==> src/rtl/dmaread_if.sv <==
// rtl/dmaread_if.sv - AXI3 read address/data channel bundle for the frame-buffer read DMA
interface dmaread_if;
  logic [31:0] araddr;
  logic [3:0]  arlen;
  logic        arvalid;
  logic        arready;
  logic [63:0] rdata;
  logic        rvalid;
  logic        rlast;
  logic        rready;

  modport master (
    output araddr, arlen, arvalid, rready,
    input  arready, rdata, rvalid, rlast
  );

  modport slave (
    input  araddr, arlen, arvalid, rready,
    output arready, rdata, rvalid, rlast
  );
endinterface

==> src/rtl/dmaread.sv <==
// rtl/dmaread.sv - frame-buffer read DMA: one frame per dmastart, credit-limited AXI3 bursts into the pixel FIFO
module dmaread #(
  parameter int BURST   = 16,
  parameter int MAXOUT  = 4,
  parameter int ATTRMAX = 31
) (
  input  logic               clk,
  input  logic               reset,
  input  logic [ATTRMAX:0]   attr,
  input  logic [31:0]        base,
  input  logic               dmastart,
  dmaread_if.master          axi,
  output logic [63:0]        fifo_wdata,
  output logic               fifo_wr,
  input  logic [9:0]         fifo_free,
  output logic               busy,
  output logic               done,
  output logic               err
);
  localparam int PW = (MAXOUT > 1) ? $clog2(MAXOUT) : 1;

  typedef enum logic [1:0] {IDLE, RUN, FINISH} state_t;
  state_t state;

  logic [31:0]   addr;
  logic [31:0]   remain;
  logic [9:0]    resv;
  logic [3:0]    outst;
  logic [3:0]    lenq [MAXOUT];
  logic [PW-1:0] wptr;
  logic [PW-1:0] rptr;
  logic [3:0]    bcnt;

  logic [31:0] pix;
  logic [31:0] frame_beats;
  assign pix         = 32'(attr[31:16]) * 32'(attr[15:0]);
  assign frame_beats = 32'(({1'b0, pix} + 33'd1) >> 1);

  logic       hs;
  logic       beat;
  logic       lastbeat;
  logic [4:0] hs_len;
  assign hs       = axi.arvalid & axi.arready;
  assign beat     = axi.rvalid & axi.rready;
  assign lastbeat = beat & axi.rlast;
  assign hs_len   = hs ? ({1'b0, axi.arlen} + 5'd1) : 5'd0;

  // "a_" values already include a handshake completing this cycle, so the
  // next burst can be queued on the same edge (back-to-back requests).
  logic [31:0] a_addr;
  logic [31:0] a_remain;
  logic [9:0]  a_resv;
  logic [9:0]  resv_nxt;
  logic [3:0]  a_outst;
  logic [3:0]  outst_nxt;
  assign a_addr    = addr + {24'd0, hs_len, 3'd0};
  assign a_remain  = remain - {27'd0, hs_len};
  assign a_resv    = resv + {5'd0, hs_len};
  assign resv_nxt  = a_resv - {9'd0, beat};
  assign a_outst   = outst + {3'd0, hs};
  assign outst_nxt = a_outst - {3'd0, lastbeat};

  logic [31:0] cur_addr;
  logic [31:0] cur_remain;
  logic [9:0]  bnd;
  logic [4:0]  len;
  assign cur_addr   = (state == IDLE) ? base : a_addr;
  assign cur_remain = (state == IDLE) ? frame_beats : a_remain;
  assign bnd        = 10'd512 - {1'b0, cur_addr[11:3]};

  always_comb begin
    len = 5'(BURST);
    if (cur_remain < {27'd0, len}) len = cur_remain[4:0];
    if (bnd < {5'd0, len}) len = bnd[4:0];
  end

  logic can_issue;
  logic pending;
  logic drained;
  assign can_issue = (cur_remain != 32'd0) && (a_outst < 4'(MAXOUT)) &&
                     ({1'b0, fifo_free} >= ({1'b0, a_resv} + {6'd0, len})) &&
                     (!axi.arvalid || axi.arready);
  assign pending   = axi.arvalid & ~axi.arready;
  assign drained   = (outst_nxt == 4'd0) && (resv_nxt == 10'd0);

  assign fifo_wr    = beat;
  assign fifo_wdata = axi.rdata;

  always_ff @(posedge clk) begin
    if (reset) begin
      state       <= IDLE;
      addr        <= '0;
      remain      <= '0;
      resv        <= '0;
      outst       <= '0;
      wptr        <= '0;
      rptr        <= '0;
      bcnt        <= '0;
      axi.araddr  <= '0;
      axi.arlen   <= '0;
      axi.arvalid <= 1'b0;
      axi.rready  <= 1'b0;
      busy        <= 1'b0;
      done        <= 1'b0;
      err         <= 1'b0;
    end else begin
      axi.rready <= 1'b1;
      done       <= 1'b0;
      addr       <= a_addr;
      remain     <= a_remain;
      resv       <= resv_nxt;
      outst      <= outst_nxt;

      if (hs) begin
        axi.arvalid <= 1'b0;
        lenq[wptr]  <= axi.arlen;
        wptr        <= (wptr == PW'(MAXOUT - 1)) ? '0 : wptr + 1'b1;
      end

      // Bursts return in order; the head of lenq is the burst now streaming.
      if (beat) begin
        if (axi.rlast) begin
          if (bcnt != lenq[rptr]) err <= 1'b1;
          bcnt <= '0;
          rptr <= (rptr == PW'(MAXOUT - 1)) ? '0 : rptr + 1'b1;
        end else begin
          if (bcnt == lenq[rptr]) err <= 1'b1;
          bcnt <= bcnt + 4'd1;
        end
      end

      if (dmastart && state != IDLE) err <= 1'b1;

      case (state)
        IDLE: begin
          if (dmastart) begin
            addr   <= base;
            remain <= frame_beats;
            busy   <= 1'b1;
            state  <= (frame_beats == 32'd0) ? FINISH : RUN;
            if (can_issue) begin
              axi.araddr  <= cur_addr;
              axi.arlen   <= 4'(len - 5'd1);
              axi.arvalid <= 1'b1;
            end
          end
        end
        RUN: begin
          if (can_issue) begin
            axi.araddr  <= cur_addr;
            axi.arlen   <= 4'(len - 5'd1);
            axi.arvalid <= 1'b1;
          end else if (a_remain == 32'd0 && !pending) begin
            if (drained) begin
              state <= IDLE;
              busy  <= 1'b0;
              done  <= 1'b1;
            end else begin
              state <= FINISH;
            end
          end
        end
        FINISH: begin
          if (drained) begin
            state <= IDLE;
            busy  <= 1'b0;
            done  <= 1'b1;
          end
        end
        default: state <= IDLE;
      endcase
    end
  end
endmodule

==> src/flat_wrapper.sv <==
// flat-port wrapper written by rule: the top's interface ports become plain ports
module dmaread_flat 
#(
  parameter int BURST   = 16,
  parameter int MAXOUT  = 4,
  parameter int ATTRMAX = 31
)
  (clk, reset, attr, base, dmastart, fifo_wdata, fifo_wr, fifo_free, busy, done, err, axi_araddr, axi_arlen, axi_arvalid, axi_rready, axi_arready, axi_rdata, axi_rvalid, axi_rlast);
  dmaread_if axi_i ();
  input  logic clk;
  input  logic reset;
  input  logic [ATTRMAX:0] attr;
  input  logic [31:0] base;
  input  logic dmastart;
  output logic [63:0] fifo_wdata;
  output logic fifo_wr;
  input  logic [9:0] fifo_free;
  output logic busy;
  output logic done;
  output logic err;
  output wire logic [$bits(axi_i.araddr)-1:0] axi_araddr;
  output wire logic [$bits(axi_i.arlen)-1:0] axi_arlen;
  output wire logic [$bits(axi_i.arvalid)-1:0] axi_arvalid;
  output wire logic [$bits(axi_i.rready)-1:0] axi_rready;
  input wire logic [$bits(axi_i.arready)-1:0] axi_arready;
  input wire logic [$bits(axi_i.rdata)-1:0] axi_rdata;
  input wire logic [$bits(axi_i.rvalid)-1:0] axi_rvalid;
  input wire logic [$bits(axi_i.rlast)-1:0] axi_rlast;
  assign axi_araddr = axi_i.araddr;
  assign axi_arlen = axi_i.arlen;
  assign axi_arvalid = axi_i.arvalid;
  assign axi_rready = axi_i.rready;
  assign axi_i.arready = axi_arready;
  assign axi_i.rdata = axi_rdata;
  assign axi_i.rvalid = axi_rvalid;
  assign axi_i.rlast = axi_rlast;
  dmaread #(.BURST(BURST), .MAXOUT(MAXOUT), .ATTRMAX(ATTRMAX)) u_core (.clk(clk), .reset(reset), .attr(attr), .base(base), .dmastart(dmastart), .axi(axi_i), .fifo_wdata(fifo_wdata), .fifo_wr(fifo_wr), .fifo_free(fifo_free), .busy(busy), .done(done), .err(err));
endmodule
==> config.mk <==
export PLATFORM = sky130hd
export DESIGN_NAME = dmaread_flat
export DESIGN_NICKNAME = d
export VERILOG_FILES = /design/src/rtl/dmaread_if.sv /design/src/rtl/dmaread.sv /design/src/flat_wrapper.sv
export SDC_FILE = /design/constraint.sdc
export NUM_CORES = 1
export LEC_CHECK = 0
export CAP_MARGIN = 20
export CORE_ASPECT_RATIO = 1.4
export CORE_MARGIN = 1
export CORE_UTILIZATION = 50
export DETAILED_ROUTE_END_ITERATION = 8
export PLACE_DENSITY = 0.8
export SLEW_MARGIN = 30
export SYNTH_ARGS = -nofsm -noshare
export SYNTH_HDL_FRONTEND = slang
export SYNTH_SLANG_ARGS = --single-unit
==> constraint.sdc <==
create_clock -name clk -period 24.2 [get_ports clk]
set_input_delay 4.84 -clock clk [delete_from_list [all_inputs] [get_ports clk]]
set_output_delay 4.84 -clock clk [all_outputs]
set_load 0.02 [all_outputs]
Yosys cells after proc, flatten, opt, wreduce, memory -nomap -nowiden
Memory sizes are Yosys's and may differ from the RTL's. A register that Yosys moved wholly into a read port is not among the register bits.
Index checks and enable logic that the tools add are counted.
{"block": "classes", "addsub": 14, "order_cmp": 4, "n_eq_ne": 11, "bitwise": 5, "mul": 1, "mux": 49, "n_reduce_logical": 25}
{"op": "$mux W32", "count": 8}
{"op": "$logic_not A32 Y1", "count": 2}
{"op": "$pmux W32 S2", "count": 1}
{"op": "$add A32 B1 Y33 const B", "count": 1}
{"op": "$add A32 B8 Y32", "count": 1}
{"op": "$lt A32 B5 Y1 const B", "count": 1}
{"op": "$mul A16 B16 Y32", "count": 1}
{"op": "$reduce_bool A32 Y1", "count": 1}
{"op": "$sub A32 B5 Y32", "count": 1}
{"op": "$mux W2", "count": 10}
{"op": "$mux W1", "count": 19}
{"op": "$mux W5", "count": 3}
{"op": "$mux W4", "count": 3}
{"op": "$add A10 B5 Y11", "count": 1}
{"op": "$ge A10 B11 Y1", "count": 1}
{"op": "$add A10 B5 Y10", "count": 1}
{"op": "$logic_not A10 Y1", "count": 1}
{"op": "$lt A10 B5 Y1", "count": 1}
{"op": "$sub A10 B1 Y10", "count": 1}
{"op": "$sub A10 B9 Y10 const A", "count": 1}
{"op": "$pmux W4 S2", "count": 1}
{"op": "$reduce_and A4 Y1", "count": 2}
{"op": "$eq A2 B2 Y1 const B", "count": 3}
{"op": "$logic_and A1 B1 Y1", "count": 6}
{"op": "other kinds (26)", "count": 38}
{"block": "totals", "n_memories": 1, "ram_bits": 16, "in_bits": 144, "elab_cells": 125, "output_inout_bits": 106, "ff_bits": 129}
{"memory": "u_core.lenq", "depth": 4, "width": 4, "read_ports": 1, "rd_ports_with_merged_regs": 1, "write_ports": 1, "line_no": "dmaread.sv:29", "text": "logic [3:0] lenq [MAXOUT];"}

Depth between registers and ports, before layout
{"block": "depth", "word_depth": 15, "ltp_mapped": 55, "mapped_depth_nobuf": 53}

Worst setup path after synthesis
OpenSTA, ideal clock, no wires.
{"block": "synth_timing", "path_type": "input -> register", "start": "input port attr[21]", "end": "register u_core.axi.araddr[9]", "path_stages": 49, "required_time_ns": 24.130, "n_path_buf": 3, "setup_time_ns": 0.070, "t_arrival_ns": 15.615, "path_slack_ns": 8.515, "cell_sequence": "clkbuf_1 -> nand2_1 -> fa_1 -> inv_1 -> fa_1 -> inv_1 -> fa_1 -> inv_1 -> fa_1 -> fa_1 -> inv_1 -> fa_1 -> inv_1 -> ha_1 -> clkbuf_1 -> a21o_1 -> or4_1 -> o211ai_1 -> (+13 left out) -> o22ai_1 -> ha_1 -> inv_1 -> fa_1 -> inv_1 -> a21oi_1 -> o21bai_1 -> a21oi_1 -> nor3b_1 -> xnor2_1 -> ha_1 -> o21a_1 -> a21oi_1 -> a311oi_1 -> o211ai_4 -> buf_8 -> or2_2 -> a21oi_1"}
{"block": "synth_between", "elab_chain_len": 14, "elab_cells_between_ends": 16, "cone_classes": "add/sub: 2; mul: 1; order compare: 3; mux: 6; reduce/logical: 4"}
{"element": "start, declared", "line_no": "flat_wrapper.sv:12", "text": "input logic [ATTRMAX:0] attr;"}
{"element": "$mul A16 B16 Y32 *", "line_no": "dmaread.sv:36", "text": "assign pix = 32'(attr[31:16]) * 32'(attr[15:0]);"}
{"element": "$add A32 B1 Y33 *", "line_no": "dmaread.sv:37", "text": "assign frame_beats = 32'(({1'b0, pix} + 33'd1) >> 1);"}
{"element": "$mux W32 *", "line_no": "dmaread.sv:68", "text": "assign cur_remain = (state == IDLE) ? frame_beats : a_remain;"}
{"element": "$lt A32 B5 Y1", "line_no": "dmaread.sv:73", "text": "if (cur_remain < {27'd0, len}) len = cur_remain[4:0];"}
{"element": "$mux W5", "line_no": "dmaread.sv:73"}
{"element": "$lt A10 B5 Y1", "line_no": "dmaread.sv:74", "text": "if (bnd < {5'd0, len}) len = bnd[4:0];"}
{"element": "$mux W5", "line_no": "dmaread.sv:74"}
{"element": "$add A10 B5 Y11", "line_no": "dmaread.sv:81", "text": "({1'b0, fifo_free} >= ({1'b0, a_resv} + {6'd0, len})) &&"}
{"element": "$ge A10 B11 Y1", "line_no": "dmaread.sv:81"}
{"element": "$logic_and A1 B1 Y1 *", "line_no": "dmaread.sv:80", "text": "assign can_issue = (cur_remain != 32'd0) && (a_outst < 4'(MAXOUT)) &&"}
{"element": "$logic_and A1 B1 Y1 *", "line_no": "dmaread.sv:81"}
{"element": "$mux W32 *"}
{"element": "$mux W32"}
{"element": "$pmux W32 S2 *"}
{"element": "end signal, assigned", "line_no": "dmaread.sv:142", "text": "axi.araddr <= cur_addr;"}
{"element": "end signal, assigned", "line_no": "dmaread.sv:150", "text": "axi.araddr <= cur_addr;"}
{"element": "end, declared", "line_no": "dmaread_if.sv:13", "text": "output araddr, arlen, arvalid, rready,"}
Mark *: on every way between the ends. The rest lies on a longest branch, timed or not. The select of a mux whose other input is x is not followed.
A chain may end at the register's enable or synchronous reset.

Worst setup path after layout
{"block": "layout_timing", "start": "input port attr[22]", "end": "register u_core.axi.araddr[9]"}
The elaborated chain is that of the path after synthesis.

==> key figures <==
Status
  • Status: finished clean

Setup path
  • Slowest-stage cell, CP: clkdlybuf4s50_1
  • Startpoint Class: primary input
  • CP max FO: 43
  • Setup Crit Path Kind: in2reg
  • CP arrival: 17.93 ns
  • CP endpoint kind: register
  • Worst path most repeated cell: fa_1
  • CP peak stage delay: 0.82 ns
  • CP required: 24.55 ns

Logic synthesis
  • Ys Warns: 0
  • Post-synth top area share: 21.78%
  • Cell variety after synth: 73
  • Largest area contributor in the netlist: fa_1
  • Post-Synth XOR/XNOR Area: 5.555%
  • Largest family of logic cells by synthesized area: adder cells
  • Ys flop type: dfxtp_1
  • Mux share of post-synthesis cell area: 3.188%
  • EDFF count, synth: 16
  • Synth Instances: 2155
  • Count of state elements after synthesis: 147
  • Synth Area in Simple Gates: 19.58%
  • Cell Area, Synth: 18290 µm²
  • Sequential area share after synthesis: 16.97%
  • Adder-Cell Fraction of Synth Area: 32.86%
  • Synthesized Nets: 2660
  • Complex-gate fraction of the synthesized area: 11.47%
  • Area contributors post-synth: fa_1, dfxtp_1, ha_1, inv_1, nand2_1
  • Async S/R FF share, synth: 0%
  • Mean Syn Cell Area: 8.487 µm²

Clock tree
  • CTS H-tree depth: 4
  • CTS tree: built
  • Setup Buffers After CTS: 0
  • CTS Buf Count: 17
  • Cts hold-fix bufs: 0
  • CTS resizes: 0
  • Clock Pin Slew Worst Setup and Hold Paths: 0.06 ns
  • CTS max path bufs: 2
  • Clk_lat worst skew: 0.44 ns
  • CTS sink count: 147
  • Root Driver: clkbuf_16

Route
  • Post-route ant nets: 0
  • Drt wl/cell: 16.75 µm
  • Vias: 14800
  • DR DRC count: 0
  • Via-per-instance ratio: 5.656
  • 1st-pass router iterations: 9
  • Final WL: 43820 µm
  • Drt first-iter violations: 795

Timing
  • Unrepaired setup endpoints after global routing: no
  • Fin crit share: 72.63%
  • Worst Skew: 0.008479 ns
  • FMAX: 56.89 MHz
  • Final setup vio count: 0
  • Final min period: 17.58 ns
  • Slew Limit Fails: 0
  • Setup TNS: 0 ns
  • Final Hold Fails: 0
  • Max-Slew Margin vs Limit: 40.77%
  • Least-Margin Pin Slew: 0.8884 ns

Global route
  • Overall Global Routing Usage: 23.93%
  • First-pass GRT wire length: 72350 µm
  • GR Overflow Total: 0
  • Via count of the first global-routing pass: 15420
  • Largest net degree at the start of global routing: 85
  • Initial antenna violation count: 0

Floorplanning
  • DIE WIDTH: 163.6 µm
  • Die Y-Extent: 228.3 µm
  • Core ar.: 35910 µm²
  • Ports: 250
  • Die ar.: 37360 µm²
  • Initial core utilization: 50.93%
  • Cell row count: 82

Placed design
  • Hpwl dp: 34570 µm
  • GP Congestion: 0.9573
  • IO buf count: 121

Hold path
  • Worst hold path class: reg2reg

Final layout
  • Layout area overhead: 8.031%
  • Layout cells sized above 1: 3.343%
  • Ant. Diodes: 0
  • Nets: 2646
  • Fillers: 3222

Job
  • Max-Cap Viols: 0
==> stage by stage <==
step / hold slack [ns] / util, % / setup slack [ns] / instances / cell area, µm²
6_report: 0.4609 / 55.02 / 6.622 / 2616 / 19760
2_1_floorplan: 0.4338 / - / 8.515 / 2155 / 18290
4_1_cts: 0.4619 / 55.02 / 6.732 / 2616 / 19760
3_3_place_gp: 0.4399 / 53.56 / 6.259 / 2584 / 19230
5_1_grt: 0.4805 / 55.02 / 5.939 / 2616 / 19760
3_5_place_dp: 0.4543 / 53.58 / 6.296 / 2584 / 19240
==> synthesized netlist by cell type, types with 5 or more instances <==
| library cell | n |
|---|---|
| nand2b_1 | 9 |
| nor4_1 | 12 |
| mux2_2 | 10 |
| a21o_1 | 20 |
| or3_1 | 10 |
| or2_2 | 7 |
| clkbuf_1 | 84 |
| buf_4 | 64 |
| a21oi_1 | 80 |
| dfxtp_1 | 131 |
| o21ai_0 | 68 |
| xnor2_1 | 58 |
| nor3_1 | 42 |
| fa_1 | 199 |
| o31ai_1 | 7 |
| a21boi_0 | 8 |
| nor2_1 | 154 |
| or4_1 | 5 |
| buf_1 | 6 |
| nor2b_1 | 13 |
| and3_1 | 19 |
| inv_1 | 269 |
| mux2i_1 | 38 |
| o21bai_1 | 6 |
| o21a_1 | 9 |
| a31oi_1 | 8 |
| ha_1 | 162 |
| nand3_1 | 40 |
| nand2_1 | 251 |
| edfxtp_1 | 16 |
| and4_1 | 8 |
| o211ai_1 | 8 |
| xor2_1 | 58 |
| a211oi_1 | 56 |
| nor3b_1 | 9 |
| nand4_1 | 17 |
| and2_1 | 124 |
==> sequential cells by signal (all words and copies together) (netlist names), 4 cells and up, named ones only <==
register	flops
u_core.remain	32
u_core.axi.araddr	32
u_core.addr	32
u_core.resv	10
u_core.lenq	16
u_core.bcnt	4
u_core.outst	4
u_core.axi.arlen	4
==> critical path, delay by kind of cell <==
family | cells | cell delay (ns)
AO/OA/AOI/OAI | 17 | 3.33
XOR/XNOR | 1 | 0.11
adder cells (fa/ha/maj) | 11 | 4.74
buffers and inverters | 8 | 1.48
AND/OR/NAND/NOR | 11 | 3.39
==> area by class of cell <==
class                   instances  area (µm²)  share of cell area [%]
flip-flops and latches        147        3103                   15.70
multi-input cells            1579       13300                   67.31
well taps                     462       578.1                   2.926
clock buffers                  18       429.2                   2.172
repair buffers                126        1246                   6.307
clock inverters                14       90.09                  0.4559
inverters                     270        1013                   5.129
==> logic make-up after synthesis <==
family,count (synthesis)
and+or+nand+nor,737
buffers and inverters,429
adders and majority gates,361
AOI/OAI and AO/OA,313
DFF,147
xor gates and xnor gates,116
muxes,52
==> per-layer routing <==
metal	wire length [µm]	track usage [%]	part of all wire, %	vias up
li1	-	-	-	6990
met1	17260	27.22	39	7202
met2	22910	44.39	52	503
met3	2239	3.012	5.1	102
met4	1416	9.635	3.2	0
met5	0	0	0	-
==> worst paths after layout <==
check | from | to | slack (ns) | cells past startpoint
worst min-delay path | u_core.axi.araddr[4] | u_core.axi.araddr[4] | 0.46 | 2
worst max-delay path | attr[22] | u_core.axi.araddr[9] | 6.62 | 48
worst min register to register | u_core.axi.araddr[4] | u_core.axi.araddr[4] | 0.46 | 2
worst max register to register | u_core.axi.arvalid | u_core.axi.araddr[9] | 14.40 | 38
==> layout by cell type, fill, tap and decap left out, drive strengths merged, types with 11 or more instances in the layout <==
master,instances
a211oi,56
a21o,20
a21oi,81
and2,124
and3,19
clkbuf,18
clkdlybuf4s50,120
clkinv,11
dfxtp,131
edfxtp,16
fa,199
ha,162
inv,271
mux2i,38
nand2,251
nand3,40
nand4,18
nor2,154
nor2b,13
nor3,42
nor4,12
o21ai,69
xnor2,58
xor2,58
Power is not shown: default switching activity piles up to over one toggle a cycle in this logic, so the estimate is an artifact.
